`src/rtl/video_line_fetch_if.sv`:
```
// Memory video read port: word-aligned byte address out, read data returned one clock later.
interface video_line_fetch_if;
  logic [31:0] adr;
  logic [31:0] data;

  modport master (output adr, input data);
  modport slave  (input adr, output data);
endinterface

```
`src/rtl/video_line_fetch.sv`:
```
// Ping-pong scanline prefetcher: fills one line buffer during hblank while the other streams pixels.
// Optional VLF_SKIP_REFETCH_EN: skip a burst when the display buffer already holds the requested row.
//
// state | meaning
// IDLE  | waiting for hcount==H_ACTIVE on a line whose successor is visible
// FETCH | issuing word addresses 0..WPL-1 of the latched row
// DRAIN | capturing the word returned for the last address
// DONE  | fill buffer valid, waiting for the end-of-line swap
module video_line_fetch #(
  parameter logic [31:0] BASE_ADDR   = 32'h0000_0400,
  parameter int          FB_W        = 160,
  parameter int          SHIFT       = 2,
  parameter int          H_ACTIVE    = 640,
  parameter int          V_ACTIVE    = 480,
  parameter int          H_TOTAL     = 800,
  parameter int          V_TOTAL     = 525,
  parameter logic [7:0]  BLANK_COLOR = 8'h00
) (
  input  logic               CLK,
  input  logic               reset,
  input  logic [9:0]         hcount,
  input  logic [9:0]         vcount,
  video_line_fetch_if.master mem,
  output logic [7:0]         pixel,
  output logic               fetch_busy,
  output logic               underrun
);

  localparam int WPL = FB_W / 4;
  localparam int WW  = $clog2(WPL);
  localparam int RW  = 10 - SHIFT;

  typedef enum logic [1:0] {IDLE, FETCH, DRAIN, DONE} state_t;

  state_t        state;
  logic          disp_sel;
  logic [1:0]    buf_valid;
  logic [WW-1:0] w_idx;
  logic [31:0]   line_buf [2][WPL];

  logic [9:0]    next_line;
  logic          fetch_req;
  logic [RW-1:0] row;
  logic [31:0]   row_addr;
  logic          skip;
  logic [WW-1:0] rd_word;
  logic [1:0]    rd_byte;
  logic [31:0]   rd_data;

`ifdef VLF_SKIP_REFETCH_EN
  logic [RW-1:0] buf_row [2];
`endif

  always_comb begin
    next_line = (vcount == 10'(V_TOTAL - 1)) ? 10'd0 : vcount + 10'd1;
    fetch_req = next_line < 10'(V_ACTIVE);
    row       = next_line[9:SHIFT];
    row_addr  = BASE_ADDR + ((32'(row) * 32'(WPL)) << 2);
`ifdef VLF_SKIP_REFETCH_EN
    skip      = buf_valid[disp_sel] && (buf_row[disp_sel] == row);
`else
    skip      = 1'b0;
`endif
    rd_word   = hcount[SHIFT+WW+1:SHIFT+2];
    rd_byte   = hcount[SHIFT+1:SHIFT];
    rd_data   = line_buf[disp_sel][rd_word];
  end

  // The end-of-line swap takes priority over every other transition.
  always_ff @(posedge CLK or posedge reset) begin
    if (reset) begin
      state      <= IDLE;
      disp_sel   <= 1'b0;
      buf_valid  <= 2'b00;
      w_idx      <= '0;
      mem.adr    <= BASE_ADDR;
      fetch_busy <= 1'b0;
      underrun   <= 1'b0;
`ifdef VLF_SKIP_REFETCH_EN
      buf_row[0] <= '0;
      buf_row[1] <= '0;
`endif
    end else if (hcount == 10'(H_TOTAL - 1)) begin
      case (state)
        DONE: begin
          disp_sel <= ~disp_sel;
          state    <= IDLE;
        end
        FETCH, DRAIN: begin
          underrun   <= 1'b1;
          disp_sel   <= ~disp_sel;
          fetch_busy <= 1'b0;
          state      <= IDLE;
        end
        default: ;
      endcase
    end else begin
      case (state)
        IDLE: begin
          if (hcount == 10'(H_ACTIVE) && fetch_req && !skip) begin
            state                <= FETCH;
            buf_valid[~disp_sel] <= 1'b0;
            w_idx                <= '0;
            mem.adr              <= row_addr;
            fetch_busy           <= 1'b1;
`ifdef VLF_SKIP_REFETCH_EN
            buf_row[~disp_sel]   <= row;
`endif
          end
        end
        FETCH: begin
          if (w_idx == WW'(WPL - 1)) begin
            state <= DRAIN;
          end else begin
            w_idx   <= w_idx + WW'(1);
            mem.adr <= mem.adr + 32'd4;
          end
        end
        DRAIN: begin
          state                <= DONE;
          buf_valid[~disp_sel] <= 1'b1;
          fetch_busy           <= 1'b0;
        end
        default: ;
      endcase
    end
  end

  // Read data lags the address by one clock, so each FETCH cycle stores the previous word.
  always_ff @(posedge CLK) begin
    if (state == FETCH && w_idx != '0)
      line_buf[~disp_sel][w_idx - WW'(1)] <= mem.data;
    else if (state == DRAIN)
      line_buf[~disp_sel][WW'(WPL - 1)] <= mem.data;
  end

  always_ff @(posedge CLK or posedge reset) begin
    if (reset)
      pixel <= BLANK_COLOR;
    else if (hcount >= 10'(H_ACTIVE) || vcount >= 10'(V_ACTIVE) || !buf_valid[disp_sel])
      pixel <= BLANK_COLOR;
    else
      pixel <= rd_data[{rd_byte, 3'b000} +: 8];
  end

endmodule

```
`src/flat_wrapper.sv`:
```
// flat-port wrapper written by rule: the top's interface ports become plain ports
module video_line_fetch_flat 
#(
  parameter logic [31:0] BASE_ADDR   = 32'h0000_0400,
  parameter int          FB_W        = 160,
  parameter int          SHIFT       = 2,
  parameter int          H_ACTIVE    = 640,
  parameter int          V_ACTIVE    = 480,
  parameter int          H_TOTAL     = 800,
  parameter int          V_TOTAL     = 525,
  parameter logic [7:0]  BLANK_COLOR = 8'h00
)
  (CLK, reset, hcount, vcount, pixel, fetch_busy, underrun, mem_adr, mem_data);
  video_line_fetch_if mem_i ();
  input  logic CLK;
  input  logic reset;
  input  logic [9:0] hcount;
  input  logic [9:0] vcount;
  output logic [7:0] pixel;
  output logic fetch_busy;
  output logic underrun;
  output wire logic [$bits(mem_i.adr)-1:0] mem_adr;
  input wire logic [$bits(mem_i.data)-1:0] mem_data;
  assign mem_adr = mem_i.adr;
  assign mem_i.data = mem_data;
  video_line_fetch #(.BASE_ADDR(BASE_ADDR), .FB_W(FB_W), .SHIFT(SHIFT), .H_ACTIVE(H_ACTIVE), .V_ACTIVE(V_ACTIVE), .H_TOTAL(H_TOTAL), .V_TOTAL(V_TOTAL), .BLANK_COLOR(BLANK_COLOR)) u_core (.CLK(CLK), .reset(reset), .hcount(hcount), .vcount(vcount), .mem(mem_i), .pixel(pixel), .fetch_busy(fetch_busy), .underrun(underrun));
endmodule
```
`config.mk`:
```
export PLATFORM = sky130hd
export DESIGN_NAME = video_line_fetch_flat
export DESIGN_NICKNAME = d
export VERILOG_FILES = /design/src/rtl/video_line_fetch_if.sv /design/src/rtl/video_line_fetch.sv /design/src/flat_wrapper.sv
export SDC_FILE = /design/constraint.sdc
export NUM_CORES = 2
export LEC_CHECK = 0
export ABC_AREA = 1
export CELL_PAD_IN_SITES_DETAIL_PLACEMENT = 1
export CELL_PAD_IN_SITES_GLOBAL_PLACEMENT = 1
export CORE_MARGIN = 3
export CORE_UTILIZATION = 38
export CTS_CLUSTER_DIAMETER = 100
export CTS_CLUSTER_SIZE = 24
export DETAILED_ROUTE_END_ITERATION = 6
export DONT_BUFFER_PORTS = 1
export GPL_TIMING_DRIVEN = 0
export PLACE_DENSITY_LB_ADDON = 0.1
export SYNTH_ARGS = -nofsm -noshare
export SYNTH_HDL_FRONTEND = slang
export SYNTH_SLANG_ARGS = --single-unit
export TNS_END_PERCENT = 20
```
`constraint.sdc`:
```
create_clock -name CLK -period 5.3 [get_ports CLK]
set_input_delay 0.265 -clock CLK [delete_from_list [all_inputs] [get_ports CLK]]
set_output_delay 0.265 -clock CLK [all_outputs]
set_load 0.01 [all_outputs]
```
# Word level (Yosys, flattened, before mapping)
# Memory sizes are Yosys's and may differ from the RTL's.
# Cells that the tools add are included.
totals:
  latch_bits: 0
  inputBits: 54
  output_inout_bits: 42
  rom_bits: 0
  reg_bits: 53
  ram_bits: 2560
  wordCells: 96
  mem_count: 1
classes:
  multipliers: 1
  shift: 1
  addsub: 5
  muxes: 30
  n_div: 0
  n_eq_ne: 13
  reduce_logical: 21
  bitwise_logic: 7
  order_cmp: 9
mem_list:
  columns: ["name", "depth", "word_bits", "read_ports", "rd_clocked_by_memory_dff", "wr", "line_no", "source"]
  rows:
  - ["u_core.line_buf", 2, 1280, 1, 0, 1, "video_line_fetch.sv:39", "logic [31:0] line_buf [2][WPL];"]
ops:
  columns: ["cell", "count"]
  rows:
  - ["$mux W1280", 1]
  - ["$bmux W32 S6", 1]
  - ["$demux W32 S6", 1]
  - ["$mux W32", 5]
  - ["$pmux W32 S2", 1]
  - ["$add A32 B3 Y32 const B", 1]
  - ["$shiftx A32 B6 Y8", 1]
  - ["$eq A10 B10 Y1 const B", 3]
  - ["$add A11 B16 Y17 const A", 1]
  - ["$ge A7 B7 Y1 const B", 2]
  - ["$not A6 Y7", 2]
  - ["$mux W6", 2]
  - ["$pmux W6 S2", 1]
  - ["$mul A8 B3 Y11 const B", 1]
  - ["$add A10 B1 Y10 const B", 1]
  - ["$ge A10 B10 Y1 const B", 1]
  - ["$ge A10 B9 Y1 const B", 1]
  - ["$lt A10 B9 Y1 const B", 1]
  - ["$mux W10", 1]
  - ["$mux W2", 5]
  - ["$mux W8", 1]
  - ["$reduce_and A4 Y1", 2]
  - ["$lt A7 B1 Y1 const B", 1]
  - ["$mux W1", 7]
  - ["30 further kinds", 43]

# Logic depth before layout (Yosys ltp)
depth:
  depth_word: 9
  depth_mapped: 22
  depth_no_buf: 22

# Worst setup path after synthesis
# OpenSTA, ideal clock, no wires.
synth_path:
  kind: "reg-to-reg"
  start: "register u_core.w_idx[0]"
  end: "memory u_core.line_buf[0][256] in the netlist's numbering (enable)"
  setup_slack_ps: 912
  stages_incl_launch_ff: 11
  path_buffers: 1
  required_ps: 4839
  setup_ps: 461
  arrival_time_ps: 3927
  synth_period_minus_slack_ps: 4388
  cell_sequence: "dfrtp_1 inv_2 ha_1 nand2_1 nor2_1 xor2_1 nand2_1 nor2_1 inv_1 clkbuf_1 nor3_1"
synth_between:
  elab_chain_cells: 7
  word_cells_on_any_way: 11
  classes_between: "add/sub (1); order compare (2); mux (4); bitwise (1); reduce/logical (3)"
synth_lines:
  columns: ["item", "line_no", "source"]
  rows:
  - ["start: declaration", "video_line_fetch.sv:38", "logic [WW-1:0] w_idx;"]
  - ["start signal: assignment", "video_line_fetch.sv:115", "w_idx <= w_idx + WW'(1);"]
  - ["$sub A6 B1 Y6", "video_line_fetch.sv:132", "line_buf[~disp_sel][w_idx - WW'(1)] <= mem.data;"]
  - ["$not A6 Y7", "video_line_fetch.sv:132", null]
  - ["$ge A7 B7 Y1 (not written as such) / $lt A7 B1 Y1 (equally long branches)", "video_line_fetch.sv:132", null]
  - ["$logic_and A1 B1 Y1 (not written as such)", "video_line_fetch.sv:132", null]
  - ["$mux W32 (not written as such)", "video_line_fetch.sv:132", null]
  - ["$demux W32 S6", "video_line_fetch.sv:132", null]
  - ["$mux W1280 (not written as such) *", "video_line_fetch.sv:132", null]
  - ["end: declaration", "video_line_fetch.sv:39", null]
# Mark *: on every way between the ends. The rest lies on a longest branch, timed or not.

# Worst setup path after layout
layout_path:
  start: "register u_core.disp_sel"
  end: "register u_core.pixel[4]"
layout_between:
  elab_chain_cells: 6
  word_cells_on_any_way: 10
  classes_between: "shift (1); mux (6); reduce/logical (2); memory (1)"
layout_lines:
  columns: ["item", "line_no", "source"]
  rows:
  - ["start: declaration", "video_line_fetch.sv:36", "logic disp_sel;"]
  - ["start signal: assignment", "video_line_fetch.sv:86", "disp_sel <= ~disp_sel;"]
  - ["start signal: assignment", "video_line_fetch.sv:91", "disp_sel <= ~disp_sel;"]
  - ["$mem_v2 Z2 W1280", null, null]
  - ["$bmux W32 S6", "video_line_fetch.sv:66", "rd_data = line_buf[disp_sel][rd_word];"]
  - ["$mux W32 (not written as such) (2 in a row)", "video_line_fetch.sv:66", null]
  - ["$shiftx A32 B6 Y8", "video_line_fetch.sv:143", "pixel <= rd_data[{rd_byte, 3'b000} +: 8];"]
  - ["$mux W8 *", "video_line_fetch.sv:140", "else if (hcount >= 10'(H_ACTIVE) || vcount >= 10'(V_ACTIVE) || !buf_valid[disp_sel])"]
  - ["end signal: assignment", "video_line_fetch.sv:143", null]
  - ["end: declaration", "video_line_fetch.sv:24", "output logic [7:0] pixel,"]
# Mark *: on every way between the ends. The rest lies on a longest branch, timed or not. The select of a mux whose other input is x is not followed.
# A chain may end at the register's enable or synchronous reset.

==> impl_results.md <==
* Final WL at 569000 um
* Routed length on met2 at 247000 um
* Most used DFF post-synth: edfxtp_1
* Hold Crit Endpoint: u_core.mem.adr[7]
* Status: complete, but fails checks
* Power density cells at 324 mW/mm^2
* Lkg Pwr at 47.2 nW
* Max cap viols at 13
* Warnings, synthesis at 0
* Met3 WL at 53200 um
* Uppermost layer routed: met5
* Vias in the first global route at 81.8k
* CP endpoint kind: register
* CP Launch Type: register
* Die area at 0.297 mm^2
* Clk_skew at 0.0445 ns
* TritonCTS clock tree: built
* Peak VDD IR at 338 uV
* ANT nets after route at 0
* Fmax at 187 MHz
* Top Ports at 96
* Grt total ovfl at 0
* Tot GR Track Use at 37.6%
* # nets final at 10.7k
* Cell variety after synth at 45
* Core ar. at 0.289 mm^2
* Worst path most repeated cell: nand3_1
* FF-to-FF End: u_core.pixel[4]
* Asr flop ratio synth at 1.95%
* Sequential area share after synthesis at 70.8%
* #FFs+latches synth at 2611
* Final cell count without fillers at 14.6k
* Final Core Density at 43.4%
* First-pass GRT wire length at 743000 um
* Setup CP Type: reg2reg
* PortBufs at 0
* Max-slew headroom at -13.3%
* Worst Path Max Fanout at 12
* Clk Latency, worst-skew pair at 0.91 ns
* Site row count at 197
* Worst min path class: in2reg
* Iter 0 DRT Violations at 14.4k
* GPL Wtd Cong at 1.02
* Wirelength per Cell at 38.8 um
* HPWL Detailed at 410000 um
* Slowest-stage cell, CP: o21ai_0
* Cell area after synthesis at 0.110 mm^2
* Reg2Reg Setup Slack at -0.04 ns
* Post-synth EDFFs at 2560
* Mapped Cells at 10.2k
* Worst-path clk slew at 0.10 ns
* Critical Path AT at 6.04 ns
* Worst Path Required at 6.00 ns
* Wl on met1 at 215000 um
* Pre-antenna DRT Iters at 6
* Fin. max-slew vios at 142
* Worst slack, placed at 0.246 ns
* TritonCTS Buffers at 143
* Layout cells sized above 1 at 8.42%
* Final Hold Viols at 0
* Period utilization at 101%
* Failing checks: capacitance limit, slew limit, setup timing
* Area growth, synth to finish at 13.4%
* RSZ-0062 raised after global routing: no
* Crit-path max cell delay at 0.75 ns
* Setup violators final at 1
* Final worst slack at -0.0390 ns
* Reg-to-reg startpoint: u_core.disp_sel
* Vias per inst at 5.84
* Largest net degree at the start of global routing at 81
* Initial Utilization at 38.2%
* Postcts setup bufs at 0
* Cell Chain, Critical Path: buf_4, buf_6, buf_2, buf_2, o21ai_0, o21ai_0, nand2_1, nand2_1, nand3_1, nand3_1, nand3_1, nand2_1, nand3_1, a21oi_1
* Initial antenna violation count at 63
* Via Count at 85.4k
* Width of the die at 545 um
* Htree depth at 4
* Root buffer cell: clkbuf_16
* CTS max path bufs at 4
* Hold Startpoint: vcount[4]
* Chip height at 545 um
* Residual DRC count at 0
* CTS sink cnt at 2611
* Syn avg cell area at 10.8 um^2
* Worst hold stages at 7
* Worst Max-Slew Pin Slew at 1.70 ns
* R2R cell count at 14
* Dpl cells at 14.3k
* Fin crit period at 5.34 ns
==> area by class of cell <==
class	instances	area (um^2)
well taps	3880	4850
plain buffers	552	2680
diodes	23	57.6
clock inverters	48	489
multi-input cells	6054	26400
repair buffers	318	5010
inverters	981	3690
clock buffers	171	3780
flip-flops and latches	2611	78200
fillers	31300	164000
==> worst max-delay path by stage <==
stage / from / end / slack [ns] / depth (start not counted)
2_1_floorplan: u_core.w_idx[0] / u_core.line_buf[0][256] / 0.91 / 10
3_3_place_gp: u_core.disp_sel / u_core.line_buf[0][358] / -5.94 / 9
3_5_place_dp: u_core.disp_sel / u_core.pixel[6] / 0.25 / 14
4_1_cts: u_core.disp_sel / u_core.pixel[6] / 0.20 / 14
5_1_grt: u_core.disp_sel / u_core.pixel[4] / 0.16 / 14
6_report: u_core.disp_sel / u_core.pixel[4] / -0.04 / 14
==> layer usage <==
metal | up-vias | GRT usage [%]
met5 | - | 0.146
met4 | 12 | 28.3
met3 | 1274 | 5.95
met2 | 5167 | 57.1
met1 | 44100 | 48.6
li1 | 34900 | -
==> critical path: cells and delay by family, from the launching register on <==
| family | cells | cell delay (ns) |
|---|---|---|
| buffers and inverters | 4 | 1.85 |
| and+or+nand+nor | 7 | 1.48 |
| AOI/OAI and AO/OA | 3 | 1.39 |
| DFF | 1 | 0.34 |
==> cell families after synthesis <==
kind of cell / Yosys count / synth area share (%)
XOR/XNOR: 37 / 0.294
AND/OR/NAND/NOR: 5047 / 18.4
buffers and inverters: 1533 / 5.76
adder cells (fa/ha/maj): 21 / 0.245
AO/OA/AOI/OAI: 947 / 4.51
flip-flops: 2611 / 70.8
other: 1 / 0.00340
==> stage by stage <==
stage	instance area [um^2]	setup TNS [ns]	hold slack [ns]	power [mW]
finish	125000	-0.0390	0.0537	40.6
global route	125000	0	0.113	41.4
CTS	125000	0	0.0104	40.5
detailed placement	119000	0	0.228	27.5
global placement	115000	-7343.38	0.369	27.4
floorplan	110000	0	0.364	25.4
==> repair_timing <==
action                    in CTS  in global routing
hold buffers                  80                  0
gates resized for setup        0                  0
hold endpoints to repair    2625                  0
==> placed cells by master, fill, tap and decap left out, types with 10 or more instances in the layout <==
cell type         n
nor3_1           93
nor2_1         1732
nor2_4           57
a21oi_1          32
nand2_1        2342
buf_16           39
o22ai_1          30
buf_6           131
buf_12           95
o21ai_1          40
diode_2          23
nand3_1         685
o31ai_1          10
dfrtp_1          50
dlygate4sd3_1    47
buf_4            44
edfxtp_1       2560
or2_2            23
clkbuf_1        194
clkinv_1         14
o21ai_0         771
buf_2           265
nor3_2           27
o2111ai_1        16
nand4_1          41
o211ai_1         43
nand3b_1         22
ha_1             20
buf_8            15
buf_1            56
clkbuf_16       147
xor2_1           29
inv_1           968
==> sequential cells by signal, summed over array words and instances, names as in the netlist, 2 cells and up <==
name / flops
u_core.line_buf: 2560
u_core.mem.adr: 30
u_core.pixel: 8
u_core.w_idx: 6
u_core.buf_valid: 2
u_core.state: 2
==> synth_stat cells, types with 20 or more instances <==
cell      count  area share (%)
nand2_1    2342             8.0
nand3_1     685             3.1
o21ai_1      40            0.18
nand3b_1     22            0.15
nor3_1      117            0.53
o211ai_1     43            0.29
clkbuf_1    176            0.60
inv_1       969             3.3
o22ai_1      30            0.17
nand4_1      41            0.23
o21ai_0     771             3.5
dfrtp_1      50             1.1
buf_2       263             1.2
nor2_1     1788             6.1
edfxtp_1   2560              70
ha_1         20            0.23
or2_2        23            0.13
a21oi_1      32            0.15
xor2_1       29            0.23
buf_4        37            0.25
buf_1        59            0.20
==> power breakdown <==
part	switching [mW]	internal, mW	total, mW
logic	3.83	0.951	4.78
registers	0.170	22.8	23.0
clock network	7.38	5.42	12.8
Power figures use the tool's default switching activity.
